File: src/rtl/flac_fixed_pkg.sv
// Shared types and constants for the FLAC FIXED subframe sequencer.
package flac_fixed_pkg;

  localparam int SAMPLE_W        = 32;
  localparam int ORDER_W         = 8;
  localparam int MAX_FIXED_ORDER = 4;

  typedef enum logic [2:0] {
    IDLE,
    CLEAR,
    RUN,
    DRAIN,
    DONE
  } state_t;

endpackage

File: src/rtl/fixed_seq_valid_pipe.sv
// Valid-bit delay line that matches the external decoder latency; flush drops
// anything in flight.
module fixed_seq_valid_pipe #(
  parameter int DEPTH = 1
) (
  input  logic clk,
  input  logic rst,
  input  logic flush,
  input  logic in,
  output logic out
);

  logic [DEPTH-1:0] sr;

  // NOTE: sequential state uses non-blocking assignments only, so every
  // stage samples the pre-edge value of its neighbour.
  always_ff @(posedge clk or posedge rst) begin
    if (rst) begin
      sr <= '0;
    end else if (flush) begin
      sr <= '0;
    end else begin
      for (int i = DEPTH - 1; i > 0; i--) begin
        sr[i] <= sr[i-1];
      end
      sr[0] <= in;
    end
  end

  assign out = sr[DEPTH-1];

endmodule

File: src/rtl/fixed_subframe_sequencer.sv
// Streams one FLAC FIXED subframe through the external decoder and counts its outputs.
// Optional order check enabled by defining FIXED_SEQ_ORDER_CHECK_EN.
module fixed_subframe_sequencer
  import flac_fixed_pkg::*;
#(
  parameter int DEC_LATENCY = 1,
  parameter int BS_W        = 16
) (
  input  logic                iClock,
  input  logic                iReset,
  input  logic                iStart,
  input  logic [ORDER_W-1:0]  iOrder,
  input  logic [BS_W-1:0]     iBlockSize,
  input  logic                iInValid,
  input  logic [SAMPLE_W-1:0] iInSample,
  output logic                oInReady,
  output logic                oDecReset,
  output logic                oDecEnable,
  output logic [ORDER_W-1:0]  oDecOrder,
  output logic [SAMPLE_W-1:0] oDecSample,
  input  logic [SAMPLE_W-1:0] iDecData,
  output logic                oOutValid,
  output logic [SAMPLE_W-1:0] oOutSample,
  output logic                oBusy,
  output logic                oDone,
  output logic                oError
);

  state_t             state, state_next;
  logic [ORDER_W-1:0] order_q;
  logic [BS_W-1:0]    size_q;
  logic [BS_W-1:0]    in_count;
  logic [BS_W-1:0]    out_count;
  logic               beat;
  logic               pipe_valid;
  logic               start_ok;

  assign beat = iInValid & oInReady;

`ifdef FIXED_SEQ_ORDER_CHECK_EN
  logic error_q;
  assign start_ok = (iOrder <= ORDER_W'(MAX_FIXED_ORDER));

  // Error is re-evaluated on every accepted start, so it clears on a good one.
  always_ff @(posedge iClock or posedge iReset) begin
    if (iReset) begin
      error_q <= 1'b0;
    end else if (state == IDLE && iStart) begin
      error_q <= !start_ok;
    end
  end
  assign oError = error_q;
`else
  assign start_ok = 1'b1;
  assign oError   = 1'b0;
`endif

  always_ff @(posedge iClock or posedge iReset) begin
    if (iReset) begin
      state     <= IDLE;
      order_q   <= '0;
      size_q    <= '0;
      in_count  <= '0;
      out_count <= '0;
    end else begin
      state <= state_next;
      if (state == IDLE && iStart) begin
        order_q   <= iOrder;
        size_q    <= iBlockSize;
        in_count  <= '0;
        out_count <= '0;
      end else begin
        if (beat)      in_count  <= in_count + BS_W'(1);
        if (pipe_valid) out_count <= out_count + BS_W'(1);
      end
    end
  end

  // NOTE: every signal driven here gets a default first; a missed branch would
  // otherwise infer a latch.
  always_comb begin
    state_next = state;
    oInReady   = 1'b0;
    oDecReset  = 1'b0;
    oDone      = 1'b0;
    case (state)
      IDLE: begin
        if (iStart) state_next = start_ok ? CLEAR : DONE;
      end
      CLEAR: begin
        oDecReset  = 1'b1;
        state_next = (size_q == '0) ? DONE : RUN;
      end
      RUN: begin
        oInReady = 1'b1;
        if (iInValid && in_count == size_q - BS_W'(1)) state_next = DRAIN;
      end
      DRAIN: begin
        if (out_count == size_q) state_next = DONE;
      end
      DONE: begin
        oDone      = 1'b1;
        state_next = IDLE;
      end
      default: state_next = IDLE;
    endcase
  end

  assign oBusy      = (state != IDLE);
  assign oDecEnable = beat;
  assign oDecSample = beat ? iInSample : '0;
  assign oDecOrder  = order_q;

  // The decoder provides the pipeline delay; this only tracks which cycles carry data.
  fixed_seq_valid_pipe #(
    .DEPTH (DEC_LATENCY)
  ) u_valid_pipe (
    .clk   (iClock),
    .rst   (iReset),
    .flush (oDecReset),
    .in    (beat),
    .out   (pipe_valid)
  );

  assign oOutValid  = pipe_valid;
  assign oOutSample = pipe_valid ? iDecData : '0;

endmodule

File: config.mk
export PLATFORM = sky130hd
export DESIGN_NAME = fixed_subframe_sequencer
export DESIGN_NICKNAME = d
export VERILOG_FILES = /design/src/rtl/flac_fixed_pkg.sv /design/src/rtl/fixed_seq_valid_pipe.sv /design/src/rtl/fixed_subframe_sequencer.sv
export SDC_FILE = /design/constraint.sdc
export NUM_CORES = 1
export LEC_CHECK = 0
export ABC_AREA = 1
export CORE_UTILIZATION = 39
export DETAILED_ROUTE_END_ITERATION = 16
export PLACE_DENSITY = 0.86
export SETUP_SLACK_MARGIN = 0.1
export SYNTH_ARGS = -nofsm -noshare
export SYNTH_HDL_FRONTEND = slang
export SYNTH_SLANG_ARGS = --single-unit
File: constraint.sdc
create_clock -name iClock -period 1.8 [get_ports iClock]
set_input_delay 0.27 -clock iClock [delete_from_list [all_inputs] [get_ports iClock]]
set_output_delay 0.27 -clock iClock [all_outputs]
set_load 0.03 [all_outputs]
==> results.json, run 1 <==
{
  "hold_buffers": 0,
  "power.total_mw": 4.808,
  "hold_viol_final": 0,
  "antenna_cells": 0,
  "crit_required_ns": 1.53,
  "drv_cap": 0,
  "num_rows": 37,
  "hpwl_um": 8816,
  "path_class": "flip-flop to primary output",
  "path_clk_slew_ns": 0.08,
  "syn_inst": 636,
  "clock-sinks": 60,
  "synthFlopType": "dfrtp_1",
  "start_kind": "flip-flop",
  "cp_slowest_cell": "dfrtp_1",
  "nets": 941,
  "async_reset_ff_share_pct": 100.0,
  "dr.pass1.iters": 5,
  "synth_area_sq_um": 4091,
  "max_freq_ghz": 0.5356,
  "fin_ws_ns": -0.06690,
  "tns_ns": -1.724,
  "grt_usage_pct": 23.10,
  "clk_path_buf_depth": 2,
  "routed_wirelength_um": 12710,
  "initial_core_util_pct": 39.99,
  "ys_warn_count": 0,
  "die_width_um": 104.4,
  "ys_seq_area_share_pct": 36.70,
  "vias_per_cell": 4.703,
  "rsz0062_at_grt": "true",
  "vias": 4642,
  "cts_tree": "yes",
  "grt_pass1_vias": 4340,
  "min_period_ns": 1.867,
  "final_common_cell": "nand2_1",
  "synth_top_area_share_pct": 36.70,
  "hp-class": "input port to async pin",
  "gr-total-overflow": 0,
  "critPathMaxFanout": 16,
  "ant_nets": 0,
  "grt_first_pass_wirelength_um": 20240,
  "cts-buffers-inserted": 9,
  "core_area_sq_um": 10230,
  "slew_violations": 0,
  "drive_above_1_share_pct": 27.03,
  "syn-num-nets": 731,
  "gp_congestion": 0.8985,
  "p_leak_nw": 3.616,
  "drc_errors": 0,
  "critPathArrivalTime_ns": 1.60,
  "mostFrequentLayoutCells": "nand2_1, inv_1, clkdlybuf4s50_1, buf_4, dfrtp_1",
  "antenna_found_initial": 0,
  "path_cells": "nor3_4 -> nand2_4 -> buf_16 -> nor2_2 -> buf_6",
  "ir_worst_vdd_uv": 502.1,
  "avgSynthCellArea_sq_um": 6.433,
  "num_io_pins": 171,
  "synth_largest_area_cell": "dfrtp_1",
  "violations": "setup timing",
  "htree_levels": 3,
  "port-buffer-count": 169,
  "die-area_sq_um": 10900,
  "die_h_um": 104.4,
  "grt_max_degree": 61,
  "status": "finished, violations left",
  "cp_slowest_stage_delay_ns": 0.41,
  "crit_family": "simple AND/OR/NAND/NOR gates",
  "post_synth_main_area_contributors": "dfrtp_1, nand2_1, inv_1, nor2_1, nand3_1",
  "post-route-period-util_pct": 103.7,
  "clock_latency_ns": 0.35,
  "yosys.cell_types.count": 33,
  "finalSetupViolCount": 35,
  "ys_ff_latch": 60,
  "crit_path_end_kind": "primary output",
  "avgRoutedWirePerCell_um": 12.88,
  "area_growth_pct": 70.31,
  "synth-edff-count": 0,
  "path_buf_inv": 2,
  "cts_root_buf": "clkbuf_8",
  "finalClockSkew_ns": 0.01300,
  "drtIter0Drc": 259,
  "power.density_nw_per_um2": 690.0
}
## Yosys cell counts (7+ instances only)
cell      number
nand3_1       35
nor2_1        80
xnor2_1       14
dfrtp_1       60
nand2_1      181
nand4_1        8
o21ai_0       34
clkbuf_1      12
xor2_1         7
inv_1        132
a21oi_1       24
nor3_1        14
## repair_timing
action / CTS / global route
setup endpoints to repair: 50 / 73
resized for setup: 67 / 60
setup buffers: 8 / 9
pin swaps: 16 / 20
gates cloned: 1 / 0
## worst paths after layout
check	to	from	cells past startpoint	slack [ns]
min in group iClock	oDecOrder[4]	iOrder[4]	3	0.45
max in group asynchronous	size_q[7]	iReset	3	1.15
hold reg to reg	oDecOrder[2]	oDecOrder[2]	2	0.48
hold / removal	oDecOrder[3]	iReset	3	0.33
setup reg to reg	in_count[6]	state[0]	9	-0.03
setup / recovery	oDecSample[31]	state[0]	5	-0.07
## tightest hold or removal path: stages
cell,delay [ns]
clkdlybuf4s50_1,0.44
clkinvlp_4,0.10
buf_12,0.28
## per-stage QoR
step	std cells	worst slack, ns	utilization, %	hold WS (ns)	area (sq um)
after global placement	953	0.03592	60.87	0.4639	6227
after CTS	978	-0.06605	65.79	0.3642	6731
after detailed placement	953	-0.003752	60.87	0.4672	6227
after global routing	987	-0.1689	68.11	0.3742	6968
after floorplan	636	-0.07025	-	0.3759	4372
final	987	-0.06690	68.11	0.3339	6968
## cell type report
class                      count  area, sq um
clock buffer                  10        137.6
clock inverter                 6        87.58
timing repair buffer         218         2130
inverter                     133        505.5
tap                          136        170.2
multi-input combinational    424         2430
fill                         776         3263
sequential                    60         1508
## registers in the layout (all words and copies together), names as in the netlist
signal / cells
oDecOrder: 8
in_count: 16
out_count: 16
state: 3
size_q: 16
u_valid_pipe.out: 1
## report_power, final
group	internal [mW]	switching, mW	total (mW)
logic	0.781	0.926	1.71
clock network	0.814	0.591	1.40
registers	1.51	0.190	1.70
total	3.10	1.71	4.81
## cells by family (layout without fill, tap and decap cells)
family	after synthesis	in the layout	share of synthesized area (%)
adders and majority gates	3	3	0.9175
DFF	60	60	36.70
and+or+nand+nor	336	336	35.60
AOI/OAI and AO/OA	63	63	7.982
other	1	1	0.09166
xor gates and xnor gates	21	21	4.496
buffers and inverters	152	367	14.22
## metal layers
metal  wire (um)  vias up  track usage, %
li1            -     2342               -
met1        5191     2106           28.09
met4         261        0           7.959
met3         742       28           5.326
met5           0        -               0
met2        6515      166           39.88
Power figures use the tool's default switching activity.
==> run 2, diff against run 1 <==
SLEW_MARGIN = 30   (was not set)
==> results of run 2 <==
Same layout as run 1: the final DEF is identical, and so are final timing and power.
